**src/rtl/quad_encoder_gen_pkg.sv**
```systemverilog
// rtl/quad_encoder_gen_pkg.sv - quadrature phase encoding and step helpers
package quad_gen_pkg;

  // Enum values equal the (a,b) pair, so decoding a phase is a plain cast.
  typedef enum logic [1:0] {
    PH_00 = 2'b00,
    PH_01 = 2'b01,
    PH_11 = 2'b11,
    PH_10 = 2'b10
  } phase_t;

  function automatic phase_t next_phase(input phase_t ph, input logic dir);
    phase_t nx;
    nx = PH_00;
    case (ph)
      PH_00:   nx = dir ? PH_01 : PH_10;
      PH_01:   nx = dir ? PH_11 : PH_00;
      PH_11:   nx = dir ? PH_10 : PH_01;
      PH_10:   nx = dir ? PH_00 : PH_11;
      default: nx = PH_00;
    endcase
    return nx;
  endfunction

  function automatic logic [1:0] phase_to_ab(input phase_t ph);
    return 2'(ph);
  endfunction

endpackage

```
**src/rtl/quad_encoder_gen_if.sv**
```systemverilog
// rtl/quad_encoder_gen_if.sv - command and encoder output bundle
interface quad_encoder_gen_if #(
  parameter int PERIOD_W = 16,
  parameter int POS_W    = 32
);
  logic                enable;
  logic [PERIOD_W-1:0] period;
  logic                dir;
  logic                a;
  logic                b;
  logic                z;
  logic [POS_W-1:0]    pos;
  logic                stalled;

  modport master (
    output enable, period, dir,
    input  a, b, z, pos, stalled
  );

  modport slave (
    input  enable, period, dir,
    output a, b, z, pos, stalled
  );
endinterface

```
**src/rtl/quad_encoder_gen_quarter_timer.sv**
```systemverilog
// rtl/quad_encoder_gen_quarter_timer.sv - quarter-step timer with step-boundary period load
module quarter_timer #(
  parameter int PERIOD_W = 16,
  parameter int PRESCALE = 10
) (
  input  logic                clk,
  input  logic                rst,
  input  logic                enable,
  input  logic [PERIOD_W-1:0] period,
  output logic                step,
  output logic                stalled
);

  localparam int CNT_W = PERIOD_W + PRESCALE;

  logic [PERIOD_W-1:0] act_period;
  logic [PERIOD_W-1:0] eff_period;
  logic [CNT_W-1:0]    cnt;
  logic [CNT_W-1:0]    q_last;
  logic                running;
  logic                load;

  // While stalled the command is used directly, so restarts count a full Q
  // from the first running cycle instead of waiting one cycle for the load.
  always_comb begin
    eff_period = stalled ? period : act_period;
    running    = enable && (eff_period != '0);
    q_last     = (CNT_W'(eff_period) << PRESCALE) - CNT_W'(1);
    step       = running && (cnt == q_last);
    load       = stalled || !running || step;
  end

  always_ff @(posedge clk or posedge rst) begin
    if (rst) begin
      cnt        <= '0;
      act_period <= '0;
      stalled    <= 1'b1;
    end else begin
      stalled <= !running;
      if (!running || step) begin
        cnt <= '0;
      end else begin
        cnt <= cnt + CNT_W'(1);
      end
      if (load) begin
        act_period <= period;
      end
    end
  end

endmodule

```
**src/rtl/quad_encoder_gen.sv**
```systemverilog
// rtl/quad_encoder_gen.sv - quadrature encoder emulator: A/B/Z and signed position
module quad_encoder_gen
  import quad_gen_pkg::*;
#(
  parameter int PERIOD_W = 16,
  parameter int PRESCALE = 10,
  parameter int CPR      = 1024,
  parameter int POS_W    = 32
) (
  input  logic             clk,
  input  logic             rst,
  quad_encoder_gen_if.slave io
);

  localparam int STEPS_REV = 4 * CPR;
  localparam int IDX_W     = (STEPS_REV > 1) ? $clog2(STEPS_REV) : 1;
  localparam logic [IDX_W-1:0] IDX_LAST = IDX_W'(STEPS_REV - 1);

  phase_t           phase;
  phase_t           phase_nx;
  logic [IDX_W-1:0] idx;
  logic [IDX_W-1:0] idx_nx;
  logic [POS_W-1:0] pos_r;
  logic [POS_W-1:0] pos_nx;
  logic             a_r;
  logic             b_r;
  logic             z_r;
  logic             step;
  logic             stalled_w;

  quarter_timer #(
    .PERIOD_W (PERIOD_W),
    .PRESCALE (PRESCALE)
  ) u_timer (
    .clk     (clk),
    .rst     (rst),
    .enable  (io.enable),
    .period  (io.period),
    .step    (step),
    .stalled (stalled_w)
  );

  // dir only matters on the step cycle; the registers below update only then.
  always_comb begin
    phase_nx = next_phase(phase, io.dir);
    idx_nx   = idx;
    pos_nx   = pos_r;
    if (io.dir) begin
      idx_nx = (idx == IDX_LAST) ? '0 : idx + IDX_W'(1);
      pos_nx = pos_r + POS_W'(1);
    end else begin
      idx_nx = (idx == '0) ? IDX_LAST : idx - IDX_W'(1);
      pos_nx = pos_r - POS_W'(1);
    end
  end

  always_ff @(posedge clk or posedge rst) begin
    if (rst) begin
      phase <= PH_00;
      idx   <= '0;
      pos_r <= '0;
      a_r   <= 1'b0;
      b_r   <= 1'b0;
      z_r   <= 1'b0;
    end else if (step) begin
      phase      <= phase_nx;
      {a_r, b_r} <= phase_to_ab(phase_nx);
      idx        <= idx_nx;
      pos_r      <= pos_nx;
      z_r        <= (idx_nx == '0);
    end
  end

  assign io.a       = a_r;
  assign io.b       = b_r;
  assign io.z       = z_r;
  assign io.pos     = pos_r;
  assign io.stalled = stalled_w;

endmodule

```
**src/flat_wrapper.sv**
```systemverilog
// flat-port wrapper written by rule: the top's interface ports become plain ports
module quad_encoder_gen_flat import quad_gen_pkg::*;
#(
  parameter int PERIOD_W = 16,
  parameter int PRESCALE = 10,
  parameter int CPR      = 1024,
  parameter int POS_W    = 32
)
  (clk, rst, io_enable, io_period, io_dir, io_a, io_b, io_z, io_pos, io_stalled);
  quad_encoder_gen_if #(.PERIOD_W(PERIOD_W), .POS_W(POS_W)) io_i ();
  input  logic clk;
  input  logic rst;
  input wire logic [$bits(io_i.enable)-1:0] io_enable;
  input wire logic [$bits(io_i.period)-1:0] io_period;
  input wire logic [$bits(io_i.dir)-1:0] io_dir;
  output wire logic [$bits(io_i.a)-1:0] io_a;
  output wire logic [$bits(io_i.b)-1:0] io_b;
  output wire logic [$bits(io_i.z)-1:0] io_z;
  output wire logic [$bits(io_i.pos)-1:0] io_pos;
  output wire logic [$bits(io_i.stalled)-1:0] io_stalled;
  assign io_i.enable = io_enable;
  assign io_i.period = io_period;
  assign io_i.dir = io_dir;
  assign io_a = io_i.a;
  assign io_b = io_i.b;
  assign io_z = io_i.z;
  assign io_pos = io_i.pos;
  assign io_stalled = io_i.stalled;
  quad_encoder_gen #(.PERIOD_W(PERIOD_W), .PRESCALE(PRESCALE), .CPR(CPR), .POS_W(POS_W)) u_core (.clk(clk), .rst(rst), .io(io_i));
endmodule
```
**config.mk**
```make
export PLATFORM = sky130hd
export DESIGN_NAME = quad_encoder_gen_flat
export DESIGN_NICKNAME = d
export VERILOG_FILES = /design/src/rtl/quad_encoder_gen_pkg.sv /design/src/rtl/quad_encoder_gen_if.sv /design/src/rtl/quad_encoder_gen_quarter_timer.sv /design/src/rtl/quad_encoder_gen.sv /design/src/flat_wrapper.sv
export SDC_FILE = /design/constraint.sdc
export NUM_CORES = 1
export LEC_CHECK = 0
export CORE_ASPECT_RATIO = 0.75
export CORE_MARGIN = 2
export CORE_UTILIZATION = 35
export CTS_BUF_LIST = sky130_fd_sc_hd__clkbuf_8
export DETAILED_ROUTE_END_ITERATION = 8
export MAX_ROUTING_LAYER = met4
export PLACE_DENSITY_LB_ADDON = 0.12
export SLEW_MARGIN = 0
export SYNTH_ARGS = -nofsm -noshare
export SYNTH_HDL_FRONTEND = slang
export SYNTH_SLANG_ARGS = --single-unit
```
**constraint.sdc**
```tcl
create_clock -name clk -period 5.05 [get_ports clk]
set_clock_uncertainty 0.1 [all_clocks]
set_input_delay 1.01 -clock clk [delete_from_list [all_inputs] [get_ports clk]]
set_output_delay 1.01 -clock clk [all_outputs]
set_load 0.01 [all_outputs]
```
# Word-level counts from Yosys, hierarchy flattened

Index checks and enable logic that the tools add are counted.

Reductions and logical operators: 10
$add $sub $neg: 6
Eq/ne operators: 5
Muxes and demuxes: 11

Operator list:

| cell                  | count |
|---|---|
| $mux 12               | 3 |
| $add 32x1->32 const B | 1 |
| $mux 32               | 1 |
| $sub 32x1->32 const B | 1 |
| $add 26x1->26 const B | 1 |
| $eq 26x26->1          | 1 |
| $mux 26               | 1 |
| $sub 26x1->26 const B | 1 |
| $logic_not 12->1      | 2 |
| $mux 16               | 1 |
| $reduce_bool 16->1    | 1 |
| $add 12x1->12 const B | 1 |
| $eq 12x12->1 const B  | 1 |
| $sub 12x1->12 const B | 1 |
| $mux 2                | 4 |
| $pmux 2 s4            | 1 |
| $eq 2x2->1 const B    | 2 |
| $logic_or 1x1->1      | 3 |
| $eq 2x1->1 const B    | 1 |
| $logic_and 1x1->1     | 2 |
| $logic_not 2->1       | 1 |
| $logic_not 1->1       | 1 |

Register bits: 92
Output and inout bits: 36
Input port bits: 20
Word-level logic and storage cells: 41

# Depth between registers and ports, before layout

Gate-level depths: netlist (run 1).

Depth after elaboration: 6
Gate-level depth with buffers: 16
Mapped depth without buffers: 11

# Modules after synthesis

From an unflattened synthesis (run 1), not the netlist that was laid out.

Cells, all modules: 759
Area total of the unflattened synthesis: 6969.2 um^2

Modules (own cells, without submodules):

| module           | seq. area each (um^2) | instances | area an instance (um^2) | cells each |
|---|---|---|---|---|
| quad_encoder_gen | 1176.1                | 1         | 4088.9                  | 477 |
| quarter_timer    | 1077.3                | 1         | 2880.3                  | 282 |

# Least setup slack after synthesis (run 1)

Ideal clock, no wire load.

Path type: input to register
Start: input port io_dir
End: register u_core.pos_r[28], in the netlist u_core.io.pos[28]
Data required time: 4.821 ns
Buffers on the path: 2
Data arrival time: 4.557 ns
Stages on the path: 13
Slack: 0.264 ns
Library setup time: 0.129 ns
Path through: clkbuf_1 > clkinv_1 > ha_1 > clkbuf_1 > a21o_1 > o21bai_1 > a21o_1 > a221oi_2 > o31ai_1 > or4b_1 > a31oi_1 > xnor2_1 > o21ai_1

Word-level cells in the longest chain between the ends: 1

Ends and longest elaborated chain:

| element              | line                   | RTL |
|---|---|---|
| start, declared      | flat_wrapper.sv:15     | `input wire logic [$bits(io_i.dir)-1:0] io_dir;` |
| $mux 32              | quad_encoder_gen.sv:48 | `if (io.dir) begin` |
| end signal, assigned | quad_encoder_gen.sv:69 | `pos_r <= pos_nx;` |
| end, declared        | quad_encoder_gen.sv:23 | `logic [POS_W-1:0] pos_r;` |

Every way passes these cells.
A chain may end at the register's enable or synchronous reset.

# Final worst setup path (run 1)

Start: input port io_dir
End: register u_core.pos_r[31], in the netlist u_core.io.pos[31]

Same word-level chain as after synthesis.

==> results of run 1 <==
-- cell families (layout without fill, tap and decap cells) --
| kind of cell | count (synthesis) | count (layout) | share of synthesized area, % |
|---|---|---|---|
| multiplexers | 50 | 50 | 8.76 |
| XOR/XNOR | 85 | 85 | 11.2 |
| flip-flops | 90 | 90 | 34.0 |
| adder cells (fa/ha/maj) | 37 | 37 | 7.10 |
| AND/OR/NAND/NOR | 238 | 238 | 18.0 |
| AO/OA/AOI/OAI | 176 | 176 | 17.2 |
| buffers and inverters | 48 | 101 | 3.64 |
-- cell type report --
| type | count | area [µm²] |
|---|---|---|
| Tap cell | 247 | 309 |
| Fill cell | 1827 | 10900 |
| Sequential cell | 90 | 2250 |
| Clock inverter | 7 | 57.6 |
| Timing Repair Buffer | 64 | 643 |
| Inverter | 21 | 81.3 |
| Multi-Input combinational cell | 586 | 4140 |
| Clock buffer | 9 | 124 |
-- stage by stage --
step	utilization, %	cell area [µm²]	total power, mW
2_1_floorplan	-	6630	0.907
3_3_place_gp	40.1	7430	0.963
3_5_place_dp	40.1	7430	0.967
4_1_cts	41.1	7610	1.48
5_1_grt	41.1	7610	1.53
6_report	41.1	7610	1.45
-- cells in the mapped netlist, drive strengths merged, types with 3 or more instances --
master	number
a211o	3
a21boi	4
a21o	16
a21oi	40
a31oi	9
and2	5
and3	10
buf	12
clkbuf	15
dfrtp	89
ha	36
inv	20
mux2	34
mux2i	16
nand2	61
nand3	30
nand4	6
nor2	59
nor3	28
nor3b	7
nor4	9
o211ai	3
o21a	4
o21ai	50
o21bai	5
o22ai	7
o31ai	7
or2	3
or3	6
or4	3
xnor2	43
xor2	42
-- registers in the layout (all words and copies together) (netlist names) --
register and count:
u_core.io.pos 32, u_core.u_timer.cnt 26, u_core.u_timer.act_period 16, u_core.idx 12, u_core.io.a 1, u_core.io.z 1, u_core.phase 1, u_core.u_timer.stalled 1
-- power groups by stage --
stage,logic (mW),registers [mW],clock network [mW]
after detailed placement,0.204,0.763,0
after global placement,0.201,0.763,0
after global routing,0.228,0.752,0.548
after CTS,0.205,0.749,0.521
final,0.204,0.749,0.497
after floorplan,0.148,0.759,0
-- worst max-delay path: stages --
cell and delay [ns]:
clkdlybuf4s50_1 0.48, clkinv_1 0.10, buf_12 0.18, ha_1 0.39, a21oi_1 0.25, a21boi_0 0.12
a311o_1 0.35, a2111oi_0 0.67, buf_4 0.23, o21ai_0 0.09, a31oi_1 0.20, xnor2_1 0.14
nor2_1 0.07, xor2_1 0.15
-- routing by layer --
layer / share of wire, % / vias up / global-route usage [%]
li1: - / 2718 / -
met1: 54 / 2551 / 25.8
met2: 42 / 88 / 25.5
met3: 3.5 / 14 / 3.25
met4: 0.81 / 0 / 4.04
met5: 0 / - / -
-- path summary, 6_finish.rpt --
kind | startpoint | endpoint | slack [ns] | cells past startpoint
worst max-delay path | io_dir | u_core.io.pos[31]$_DFFE_PP0P_ | 0.74 | 14
worst min-delay path | u_core.u_timer.cnt[0]$_DFF_PP0_ | u_core.u_timer.cnt[0]$_DFF_PP0_ | 0.39 | 1
worst max register to register | u_core.u_timer.stalled$_DFF_PP1_ | u_core.idx[3]$_DFFE_PP0P_ | 1.07 | 10
worst min register to register | u_core.u_timer.cnt[0]$_DFF_PP0_ | u_core.u_timer.cnt[0]$_DFF_PP0_ | 0.39 | 1
max in group asynchronous | rst | u_core.u_timer.act_period[13]$_DFFE_PP0P_ | 2.95 | 3
min in group asynchronous | rst | u_core.io.pos[13]$_DFFE_PP0P_ | 1.04 | 2
==> impl_results.md, run 1 <==
- Most common cell after layout, fill and taps aside: dfrtp_1
- ANT cells: 0
- Slew Limit Fails: 0
- CTS Buf Count: 9
- Post-CTS Setup Bufs: 0
- Detailed-route via count: about 5,400
- Port Buffers: 55
- Part of the power in registers: 51.7%
- Post-synth top area share: 33.6%
- Net switching power: roughly 0.44 mW
- Die Area: 20,100 µm²
- Drt first-iter violations: around 320
- Inst Count DP: 1,008
- DRT antenna net count: 0
- Leading cell types in the layout, fill and taps excluded: 89 x dfrtp_1, 61 x nand2_1, 58 x nor2_1
- Status: finished clean
- Initial antenna violation count: 0
- Worst hold path class: reg2reg
- Initial Utilization: between 30 and 40%
- Yosys warns: 0
- Maxcap violations: 0
- Vias per cell: 5.25
- Synth Flop Type: dfrtp_1
- Max clock buf depth: 2
- First-pass GRT wire length: 27,300 µm
- Clk sinks: 90
- Relative slew slack: 39.1%
- Dpl hpwl: 11,900 µm
- Routed Wire Length: approximately 16,000 µm
- Final-report setup violation count: 0
- Clock transition at path regs: 0.10 ns
- Leak: 3.39 nW
- Total Neg Setup Slack: 0 ns
- CTS tree: yes
- Unrepaired setup endpoints after global routing: no
- Vias in the first global route: 5,266
- Post-route DRC: 0
- Worst-Skew Late Latency: 0.40 ns
- CP Max Fanout: 38
- NumNets Final: 829
- Flops & latches, synth: 90
- Die Y-Extent: 123 µm
- WL/cell: roughly 16 µm
- Post-cts resize count: 0
- Proportion of layout cells with a drive suffix above 1: 8.37%
- Clock period minus worst slack: 4.31 ns
- Ports: 56
- Measured slew at the worst slew-check pin: ~0.90 ns
- Synth-to-Final Area Change: 14.8%
- Sw Share: between 30% and 40%
- Pint: 1.01 mW
- Post-synth ARST share: 100%
- First-pass iteration count of the detailed router: 4
- Comb pwr share: 14.1%
- Final WS setup: 0.742 ns
- Kind of critical path: in2reg
- Fmax: approximately 230 MHz
- Cell count after synthesis: 724
- Crit path DAT: 4.48 ns
- GR Overflow Total: 0
- Fin. Hold Viols: 0
- RePlAce Congestion: 0.892
- Synth area leaders: dfrtp_1 34%, ha_1 6.8%, xnor2_1 5.7%
- Startpoint types: input port
- Area of the mapped netlist: 6630 µm²
- # rows: 43
- Final period util: 85.3%
- Cts hold-fix bufs: 0
- Clock power frac: between 30% and 40%
- GRT Total Usage: 17.7%
- Post-synth EDFFs: 0
- Final std cells w/o fill: 1,024
- Post-synthesis sequential area ratio: 34.0%
- PwrDens: 191 nW/µm²
- Die width: 163 µm
- Setup crit end kind: flop
- Largest net degree at the start of global routing: 75
- Syn Nets: just under 800
- WP data required: 5.23 ns
- Core Box Area: 18,500 µm²
- H-tree depth: 3
- Post-Place Setup Slack: 0.315 ns
- Clk root buf: clkbuf_8
- Cell taking the most area after synthesis: dfrtp_1
- Peak supply drop: 0.104 mV
- Hold WS: 0.388 ns
- Post-synth cell types: 78
- Syn Area/Cell: 9.16 µm²
(Power assumes the default switching activity.)
==> inputs of run 2 (changes only) <==
Settings changed: CTS_CLUSTER_DIAMETER set to 50.
==> results of run 2 <==
The final DEF is identical to that of run 1; final timing and power are the same.
==> inputs of run 3 (changes only) <==
Settings changed: PLACE_DENSITY_LB_ADDON 0.12 to 0.08.
==> impl_results.md, run 3 (synthesized netlist as in run 1, its figures left out) <==
- Status: finished clean
- Measured slew at the worst slew-check pin: 0.903 ns
- Die Y-Extent: approximately 120 µm
- Clk root buf: clkbuf_8
- First-pass iteration count of the detailed router: 5
- Reg2Reg Depth: 10
- # rows: 43
- Peak supply drop: 0.151 mV
- Leak: 3.42 nW
- Worst-Skew Late Latency: about 0.39 ns
- Port Buffers: 55
- CTS tree: yes
- Clock power frac: 37.1%
- Final WS setup: roughly 0.58 ns
- Comb pwr share: 13.3%
- Startpoint types: input port
- Routed Wire Length: around 17,000 µm
- Number of flip-flops in the largest register: 32
- Hold WS: 0.379 ns
- Post-CTS Setup Bufs: 0
- PwrDens: 198 nW/µm²
- Final instance area: ~7700 µm²
- H-tree depth: 3
- Net switching power: between 0.4 and 0.5 mW
- Initial antenna violation count: 0
- Vias per cell: 5.40
- Largest stage delay on the critical path: around 0.70 ns
- Slew Limit Fails: 0
- Crit path capture: u_core.io.pos[31]$_DFFE_PP0P_
- Die Area: 20,100 µm²
- Dpl cell area: 7440 µm²
- Clk sinks: 90
- Crit path DAT: 4.63 ns
- Initial Utilization: 35.8%
- Met2 usage: a little over a quarter
- Leading cell types in the layout, fill and taps excluded: 89 x dfrtp_1, 61 x nand2_1, 58 x nor2_1
- Maxcap violations: 0
- Fin. Hold Viols: 0
- Relative slew slack: around two fifths
- Final core utilization: roughly 41%
- FF-to-FF setup slack: 1.11 ns
- WP data required: 5.21 ns
- Final-report setup violation count: 0
- Part of the power in registers: 49.6%
- Pint: 1.11 mW
- Post-route DRC: 0
- Slowest-stage cell, CP: a2111oi_0
- Dpl hpwl: 11,900 µm
- Detailed-route via count: 5,533
- Met1 usage: 25.5%
- Vias in the first global route: 5,371
- CP Max Fanout: 30
- Met3 Track Usage GR: under 10%
- WL/cell: 16.2 µm
- CP Cell Sequence: clkdlybuf4s50_1 -> clkinv_1 -> buf_12 -> ha_1 -> a21oi_1 -> a21boi_0 -> a311o_1 -> a2111oi_0 -> buf_4 -> o21ai_0 -> a31oi_1 -> xnor2_1 -> nor2_1 -> xor2_1
- Die width: between 150 and 200 µm
- CTS Buf Count: 9
- Clock transition at path regs: 0.09 ns
- Setup crit end kind: flop
- NumNets Final: 831
- Most common cell after layout, fill and taps aside: dfrtp_1
- Post-Place Setup Slack: 0.264 ns
- GRT Total Usage: 17.7%
- Sw Share: 26.7%
- DRT antenna net count: 0
- Synth-to-Final Area Change: 15.5%
- Worst r2r dst: u_core.u_timer.act_period[9]$_DFFE_PP0P_
- Clock period minus worst slack: 4.47 ns
- Post-cts resize count: 0
- WP depth: 14
- Core Box Area: between 15,000 and 20,000 µm²
- Proportion of layout cells with a drive suffix above 1: under 10%
- ANT cells: 0
- Unrepaired setup endpoints after global routing: no
- Final period util: 88.6%
- Kind of critical path: in2reg
- Ports: 56
- GR Overflow Total: 0
- Drt first-iter violations: 326
- Max clock buf depth: 2
- RePlAce Congestion: 0.941
- Family with the most delay on the worst path: compound AO/OA/AOI/OAI gates
- Gr busiest metal: met2
- Largest net degree at the start of global routing: between 70 and 80
- First-pass GRT wire length: 27,600 µm
- Worst hold path class: reg2reg
- Fmax: 224 MHz
- Reg2reg start: u_core.u_timer.stalled$_DFF_PP1_
- CP Launch Point: io_dir
- Cts hold-fix bufs: 0
- CP bufs+invs: 4
- Total Neg Setup Slack: 0 ns
-- run 3: worst min-delay path by stage --
stage                                    start                              end  slack [ns]  cells after the start
2_1_floorplan  u_core.u_timer.cnt[0]$_DFF_PP0_  u_core.u_timer.cnt[0]$_DFF_PP0_        0.35                      1
3_3_place_gp     u_core.io.pos[31]$_DFFE_PP0P_    u_core.io.pos[31]$_DFFE_PP0P_        0.36                      1
3_5_place_dp     u_core.io.pos[31]$_DFFE_PP0P_    u_core.io.pos[31]$_DFFE_PP0P_        0.37                      1
4_1_cts          u_core.io.pos[31]$_DFFE_PP0P_    u_core.io.pos[31]$_DFFE_PP0P_        0.38                      1
5_1_grt          u_core.io.pos[31]$_DFFE_PP0P_    u_core.io.pos[31]$_DFFE_PP0P_        0.38                      1
6_report         u_core.io.pos[31]$_DFFE_PP0P_    u_core.io.pos[31]$_DFFE_PP0P_        0.38                      1
-- run 3: cell type report --
type | instances | area [µm²]
clock buffers | 10 | 138
well taps | 247 | 309
clock inverters | 5 | 80.1
inverters | 21 | 81.3
repair buffers | 66 | 658
flip-flops and latches | 90 | 2250
fillers | 1867 | 10800
multi-input cells | 586 | 4140
-- run 3: through the flow --
stage          power, mW  instances
4_1_cts             1.54       1025
5_1_grt             1.60       1025
2_1_floorplan      0.907        724
3_5_place_dp       0.968       1010
3_3_place_gp       0.964       1010
6_report            1.52       1025
-- run 3: worst register-to-register path: stages, from the launching register on --
cell     delay [ns]
dfstp_2        0.80
buf_4          0.39
mux2i_1        0.38
xnor2_1        0.13
or3_1          0.38
o31ai_1        0.22
or4b_4         0.18
nor4_4         0.04
or2_1          0.27
nor2_4         0.51
mux2_2         0.42
-- run 3: per-layer routing --
metal | share of wire (%) | vias up
met2 | 43 | 148
li1 | - | 2740
met1 | 52 | 2639
met4 | 0.53 | 0
met5 | 0 | -
met3 | 4.8 | 6
-- run 3: power groups by stage --
stage,Clock (mW),Sequential (mW),Combinational [mW]
global route,0.618,0.754,0.225
floorplan,0,0.759,0.148
global placement,0,0.765,0.199
detailed placement,0,0.765,0.203
CTS,0.588,0.751,0.204
finish,0.563,0.752,0.202
